==> config.mk <==
export PLATFORM = sky130hd
export DESIGN_NAME = gcd_arb_ctrl_flat
export DESIGN_NICKNAME = d
export VERILOG_FILES = /design/src/rtl/gcd_pkg.sv /design/src/rtl/gcd_arb_ctrl_if.sv /design/src/rtl/gcd_dpath.sv /design/src/rtl/gcd_arb_ctrl.sv /design/src/flat_wrapper.sv
export SDC_FILE = /design/constraint.sdc
export NUM_CORES = 1
export LEC_CHECK = 0
export ABC_AREA = 1
export CAP_MARGIN = 20
export CORE_ASPECT_RATIO = 0.6
export CORE_UTILIZATION = 47
export DETAILED_ROUTE_END_ITERATION = 7
export PLACE_DENSITY = 0.83
export SYNTH_ARGS = -nofsm -noshare
export SYNTH_HDL_FRONTEND = slang
export SYNTH_SLANG_ARGS = --single-unit
export TNS_END_PERCENT = 30
==> constraint.sdc <==
create_clock -name clk -period 3.4 [get_ports clk]
set_clock_uncertainty 0.05 [all_clocks]
set_input_delay 0.51 -clock clk [delete_from_list [all_inputs] [get_ports clk]]
set_output_delay 0.51 -clock clk [all_outputs]
set_load 0.02 [all_outputs]
==> src/rtl/gcd_pkg.sv <==
// Shared state encoding, default sizes and tag-width helper for the GCD arbiter slice.
package gcd_pkg;

  localparam int GCD_W    = 16;
  localparam int GCD_NREQ = 4;

  typedef enum logic [1:0] {
    IDLE = 2'd0,
    CALC = 2'd1,
    DONE = 2'd2
  } gcd_state_e;

  function automatic int clog2(input int n);
    int r;
    r = 0;
    while ((1 << r) < n) r++;
    return r;
  endfunction

endpackage

==> src/rtl/gcd_arb_ctrl_if.sv <==
// Requester/response bundle of the GCD arbiter; result_bits_iters exists only with GCD_ITER_COUNT_EN.
interface gcd_arb_ctrl_if
  import gcd_pkg::*;
#(
  parameter int W    = GCD_W,
  parameter int NREQ = GCD_NREQ
) ();
  localparam int TW = clog2(NREQ);

  logic [NREQ-1:0]   req_val;
  logic [NREQ-1:0]   req_rdy;
  logic [NREQ*W-1:0] operands_bits_A;
  logic [NREQ*W-1:0] operands_bits_B;
  logic              result_rdy;
  logic [W-1:0]      result_bits_data;
  logic [TW-1:0]     result_bits_tag;
  logic              result_taken;
  logic              busy;
`ifdef GCD_ITER_COUNT_EN
  logic [W-1:0]      result_bits_iters;
`endif

  modport master (
    output req_val, operands_bits_A, operands_bits_B, result_taken,
`ifdef GCD_ITER_COUNT_EN
    input  result_bits_iters,
`endif
    input  req_rdy, result_rdy, result_bits_data, result_bits_tag, busy
  );

  modport slave (
    input  req_val, operands_bits_A, operands_bits_B, result_taken,
`ifdef GCD_ITER_COUNT_EN
    output result_bits_iters,
`endif
    output req_rdy, result_rdy, result_bits_data, result_bits_tag, busy
  );

endinterface

==> src/rtl/gcd_dpath.sv <==
// Operand registers plus compare/subtract arithmetic of the shared GCD engine.
// One load, swap or subtract per cycle; no flow control of its own.
module gcd_dpath #(
  parameter int W = 16
) (
  input  logic         clk,
  input  logic         reset,
  input  logic         load,
  input  logic         swap,
  input  logic         sub,
  input  logic [W-1:0] a_in,
  input  logic [W-1:0] b_in,
  output logic [W-1:0] a_val,
  output logic         a_lt_b,
  output logic         b_nz
);

  logic [W-1:0] a_q;
  logic [W-1:0] b_q;

  always_ff @(posedge clk or negedge reset) begin
    if (!reset) begin
      a_q <= '0;
      b_q <= '0;
    end else if (load) begin
      a_q <= a_in;
      b_q <= b_in;
    end else if (swap) begin
      a_q <= b_q;
      b_q <= a_q;
    end else if (sub) begin
      a_q <= a_q - b_q;
    end
  end

  assign a_val  = a_q;
  assign a_lt_b = (a_q < b_q);
  assign b_nz   = |b_q;

endmodule

==> src/rtl/gcd_arb_ctrl.sv <==
// Round-robin arbiter/sequencer sharing one GCD engine; result k+2 cycles after grant,
// held in DONE until result_taken. GCD_ITER_COUNT_EN adds result_bits_iters.
module gcd_arb_ctrl
  import gcd_pkg::*;
#(
  parameter int W    = GCD_W,
  parameter int NREQ = GCD_NREQ
) (
  input logic           clk,
  input logic           reset,
  gcd_arb_ctrl_if.slave io
);

  localparam int TW = clog2(NREQ);

  localparam logic [1:0] S_IDLE = IDLE;
  localparam logic [1:0] S_CALC = CALC;
  localparam logic [1:0] S_DONE = DONE;

  logic [1:0]      state;
  logic [TW-1:0]   ptr;
  logic [TW-1:0]   tag;
  logic [NREQ-1:0] grant;
  logic [TW-1:0]   grant_idx;
  logic            grant_any;
  logic            is_idle;
  logic            is_calc;
  logic            is_done;
  logic            hs;
  logic            do_swap;
  logic            do_sub;
  logic            fin;
  logic [W-1:0]    a_sel;
  logic [W-1:0]    b_sel;
  logic [W-1:0]    a_val;
  logic            a_lt_b;
  logic            b_nz;

  // First requester at or after ptr, wrapping once around.
  always_comb begin : rr_pick
    int idx;
    grant     = '0;
    grant_idx = '0;
    grant_any = 1'b0;
    idx       = 0;
    for (int off = 0; off < NREQ; off++) begin
      idx = int'(ptr) + off;
      if (idx >= NREQ) idx = idx - NREQ;
      if (!grant_any && io.req_val[idx]) begin
        grant_any      = 1'b1;
        grant_idx      = TW'(idx);
        grant[idx]     = 1'b1;
      end
    end
  end

  assign is_idle = (state == S_IDLE);
  assign is_calc = (state == S_CALC);
  assign is_done = (state == S_DONE);
  assign hs      = is_idle & grant_any;

  assign a_sel = io.operands_bits_A[int'(grant_idx) * W +: W];
  assign b_sel = io.operands_bits_B[int'(grant_idx) * W +: W];

  assign do_swap = is_calc & a_lt_b;
  assign do_sub  = is_calc & ~a_lt_b & b_nz;
  assign fin     = is_calc & ~a_lt_b & ~b_nz;

  always_ff @(posedge clk or negedge reset) begin
    if (!reset) begin
      state <= S_IDLE;
      ptr   <= '0;
      tag   <= '0;
    end else begin
      case (state)
        S_IDLE: if (hs) begin
          state <= S_CALC;
          tag   <= grant_idx;
          ptr   <= (grant_idx == TW'(NREQ - 1)) ? '0 : grant_idx + 1'b1;
        end
        S_CALC: if (fin) state <= S_DONE;
        S_DONE: if (io.result_taken) state <= S_IDLE;
        default: state <= S_IDLE;
      endcase
    end
  end

  gcd_dpath #(.W(W)) u_dpath (
    .clk    (clk),
    .reset  (reset),
    .load   (hs),
    .swap   (do_swap),
    .sub    (do_sub),
    .a_in   (a_sel),
    .b_in   (b_sel),
    .a_val  (a_val),
    .a_lt_b (a_lt_b),
    .b_nz   (b_nz)
  );

  // Grant is masked during reset so nothing can be accepted while state is cleared.
  assign io.req_rdy          = (is_idle && reset) ? grant : '0;
  assign io.result_rdy       = is_done;
  assign io.result_bits_data = is_done ? a_val : '0;
  assign io.result_bits_tag  = is_done ? tag : '0;
  assign io.busy             = ~is_idle;

`ifdef GCD_ITER_COUNT_EN
  logic [W-1:0] iters;

  always_ff @(posedge clk or negedge reset) begin
    if (!reset) begin
      iters <= '0;
    end else if (hs) begin
      iters <= '0;
    end else if ((do_swap || do_sub) && (iters != '1)) begin
      iters <= iters + 1'b1;
    end
  end

  assign io.result_bits_iters = is_done ? iters : '0;
`else
  // Step counter not built.
`endif

endmodule

==> src/flat_wrapper.sv <==
// flat-port wrapper written by rule: the top's interface ports become plain ports
module gcd_arb_ctrl_flat import gcd_pkg::*;
#(
  parameter int W    = GCD_W,
  parameter int NREQ = GCD_NREQ
)
  (clk, reset, io_req_val, io_operands_bits_A, io_operands_bits_B, io_result_taken, io_req_rdy, io_result_rdy, io_result_bits_data, io_result_bits_tag, io_busy);
  gcd_arb_ctrl_if #(.W(W), .NREQ(NREQ)) io_i ();
  input logic clk;
  input logic reset;
  input wire logic [$bits(io_i.req_val)-1:0] io_req_val;
  input wire logic [$bits(io_i.operands_bits_A)-1:0] io_operands_bits_A;
  input wire logic [$bits(io_i.operands_bits_B)-1:0] io_operands_bits_B;
  input wire logic [$bits(io_i.result_taken)-1:0] io_result_taken;
  output wire logic [$bits(io_i.req_rdy)-1:0] io_req_rdy;
  output wire logic [$bits(io_i.result_rdy)-1:0] io_result_rdy;
  output wire logic [$bits(io_i.result_bits_data)-1:0] io_result_bits_data;
  output wire logic [$bits(io_i.result_bits_tag)-1:0] io_result_bits_tag;
  output wire logic [$bits(io_i.busy)-1:0] io_busy;
  assign io_i.req_val = io_req_val;
  assign io_i.operands_bits_A = io_operands_bits_A;
  assign io_i.operands_bits_B = io_operands_bits_B;
  assign io_i.result_taken = io_result_taken;
  assign io_req_rdy = io_i.req_rdy;
  assign io_result_rdy = io_i.result_rdy;
  assign io_result_bits_data = io_i.result_bits_data;
  assign io_result_bits_tag = io_i.result_bits_tag;
  assign io_busy = io_i.busy;
  gcd_arb_ctrl #(.W(W), .NREQ(NREQ)) u_core (.clk(clk), .reset(reset), .io(io_i));
endmodule
==> impl_metrics.py <==
metrics = {
    "die": {
        "die_area_mm2": 0.0102,
        "die_h_um": 78.6,
        "start_util_pct": 49.2,
        "row_count": 27,
        "core_mm2": 0.00932,
        "ios": 159,
        "die_x_um": 130,
    },
    "yosys": {
        "synthCells": 778,
        "synth_edf_count": 0,
        "synth-seq-cells": 38,
        "synth_cell_types": 43,
        "synth_warnings": 0,
        "synth_area_mm2": 0.00459,
        "async_reset_ff_share_pct": 100,
        "ys_seq_area_share_pct": 20.7,
        "avgSynthCellArea_um2": 5.90,
        "synthesis.nets": 935,
        "synthFlopType": "dfrtp_1",
    },
    "final_layout": {
        "nets": 1088,
        "syn_to_final_growth_pct": 41.4,
        "final_layout_size_suffix_gt1_share_pct": 5.26,
        "final_util_pct": 69.6,
        "antenna_cells": 0,
    },
    "timing": {
        "min_period_ns": 3.14,
        "hold_viol": 0,
        "timing.fmax_ghz": 0.318,
        "final_max_slew_viol_count": 0,
        "grt_setup_unrepaired": "no",
        "tns_ns": 0,
        "maxSlewHeadroom_pct": 60.3,
        "min_period_over_period_pct": 92.4,
        "worst_pin_slew_ns": 0.592,
        "setup_viol": 0,
    },
    "global_routing": {
        "grt_max_degree": 43,
        "grt_pass1_wl_um": 25800,
        "grt_use_total_pct": 33.4,
        "grt_overflow": 0,
        "grt_pass1_vias": 4977,
        "antenna_found_initial": 0,
    },
    "critical_path": {
        "r2r_end": "u_core.u_dpath.a_val[10]",
        "critPathKind": "flop to output pin",
        "ff2ff_path_depth": 16,
        "crit_fanout": 7,
        "critPathCaptureType": "output pin",
        "startpoint_type": "flop",
        "rr_startpoint": "u_core.u_dpath.b_q[0]",
        "required_ns": 2.84,
        "r2r_setup_slack_ns": 0.49,
        "arrival_ns": 2.58,
    },
    "pwr": {
        "finalPower_mw": 6.77,
        "vdd_ir_drop_max_mv": 0.532,
        "power_per_cell_area_mw_per_mm2": 1040,
        "power_leakage_nw": 3.35,
    },
    "routing": {
        "via_count": 5640,
        "routed_wl_um": 16600,
        "routedWlPerCell_um": 15.6,
        "post-route-drc-count": 0,
        "ant_nets": 0,
        "firstDrtPassIters": 5,
        "drtIter0Drc": 703,
        "drt-vias-per-instance": 5.31,
    },
    "placed_design": {
        "gp_congestion": 1.04,
        "hpwl_um": 13600,
        "portBuffers": 158,
    },
    "cts": {
        "cts.sinks": 38,
        "htree_levels": 2,
        "clk-insertion-delay-late_ns": 0.29,
        "cts_root_buf": "clkbuf_16",
        "clock_path_buffers": 2,
        "cts_tree": "done",
        "cts_buffers": 5,
        "cts_hold_buf": 0,
        "path_clk_slew_ns": 0.06,
    },
    "run": {
        "drv_cap": 0,
    },
    "hold_path": {
        "hp-class": "input pin to async pin",
    },
    "run_status": {
        "status": "complete, no violations",
    },
}
-- per-layer routing --
| layer | GRT usage (%) | part of all wire (%) | up-vias |
|---|---|---|---|
| li1 | - | - | 2788 |
| met1 | 49.7 | 47 | 2516 |
| met2 | 47.9 | 40 | 312 |
| met3 | 8.25 | 12 | 24 |
| met4 | 6.40 | 1.5 | 0 |
| met5 | 0 | 0 | - |
-- worst max-delay path by stage --
| stage | start | to | depth (start not counted) |
|---|---|---|---|
| floorplan | u_core.u_dpath.a_val[0] | u_core.u_dpath.b_q[1] | 15 |
| global placement | u_core.ptr[1] | io_req_rdy[0] | 12 |
| detailed placement | u_core.ptr[1] | io_req_rdy[1] | 12 |
| CTS | u_core.ptr[1] | io_req_rdy[0] | 12 |
| global route | u_core.ptr[1] | io_req_rdy[1] | 12 |
| finish | u_core.ptr[1] | io_req_rdy[1] | 12 |
-- metrics by stage --
stage	setup slack (ns)	cells	instance area (um2)	hold slack (ns)
6_report	0.257	1062	6490	0.276
5_1_grt	0.0777	1062	6490	0.316
4_1_cts	0.0320	1062	6480	0.288
3_5_place_dp	0.250	1054	6290	0.431
3_3_place_gp	0.286	1054	6290	0.428
2_1_floorplan	0.924	778	4590	0.164
-- sequential cells by signal, indices dropped and copies added (netlist names) --
signal and flops:
u_core.state 2, u_core.u_dpath.b_q 16, u_core.u_dpath.a_val 16, u_core.ptr 2
u_core.tag 2
-- cell usage after synthesis, types with 2 or more instances --
cell type  number  area [um2]
buf_6           4        45.0
o21ai_0        21         105
a21oi_1        20         100
nand4_1         8        50.1
nand2_1       205         769
xor2_1          2        17.5
nand3_1       102         510
o21ai_1         7        35.0
ha_1           21         263
o211ai_1       22         165
buf_4           3        22.5
clkbuf_1        3        11.3
clkinv_1        2        7.51
o21bai_1        2        15.0
inv_2           6        22.5
buf_2          15        75.1
o221ai_1        3        26.3
nand2_4         5        56.3
nand3b_1       13        97.6
inv_1         142         533
o22ai_1        14        87.6
nand2_2         4        25.0
xnor2_1         5        43.8
nor2_1         82         308
nand4_2         2        25.0
dfrtp_1        38         951
nor4_1          4        25.0
nor3_1          3        15.0
or2_1           6        37.5
-- power by group --
group          switching (mW)  internal, mW  leakage, nW
Clock                   0.197         0.422       0.0940
Combinational            3.34          1.88         2.82
Sequential              0.212         0.717        0.441
-- layout make-up --
| class | instances | area, um2 |
|---|---|---|
| multi-input combinational | 564 | 2920 |
| fill | 859 | 2830 |
| timing repair buffer | 172 | 1700 |
| sequential | 38 | 953 |
| inverter | 150 | 563 |
| tap | 130 | 163 |
| clock buffer | 5 | 125 |
| clock inverter | 3 | 68.8 |
-- worst max-delay path, stage by stage (launching register included) --
cell,delay (ns)
dfrtp_2,0.45
inv_1,0.15
ha_1,0.33
inv_1,0.13
nand3_1,0.11
nand2_2,0.13
inv_2,0.07
nor2_2,0.13
nand2_1,0.13
o221ai_1,0.21
nand2_1,0.07
inv_1,0.05
dlygate4sd2_1,0.32
-- layout by cell type, fill, tap and decap left out, types with 2 or more instances in the layout --
cell type          n
a21oi_1           20
buf_4             13
bufinv_16          2
clkbuf_16          5
clkdlybuf4s50_1  153
clkinv_1           2
dfrtp_1           36
dfrtp_2            2
dlymetal6s2s_1     3
ha_1              21
inv_1            142
inv_2              6
nand2_1          205
nand2_2            4
nand2_4            5
nand3_1          102
nand3b_1          13
nand4_1            8
nand4_2            2
nor2_1            82
nor3_1             3
nor4_1             4
o211ai_1          22
o21ai_0           21
o21ai_1            7
o21bai_1           2
o221ai_1           3
o22ai_1           14
or2_1              6
xnor2_1            5
xor2_1             2
-- what timing repair did --
| action | 4_1_cts | 5_1_grt |
|---|---|---|
| endpoints found under the setup margin | 3 | 3 |
| pin swaps | 0 | 0 |
| resized for setup | 3 | 3 |
| setup buffers | 0 | 0 |
-- cell families after synthesis --
family	synth area share [%]
AOI/OAI and AO/OA	12.6
xor gates and xnor gates	1.34
adders and majority gates	6.16
buffers and inverters	15.7
DFF	20.7
and+or+nand+nor	43.4
No activity file was read; power rests on OpenSTA's default activity.
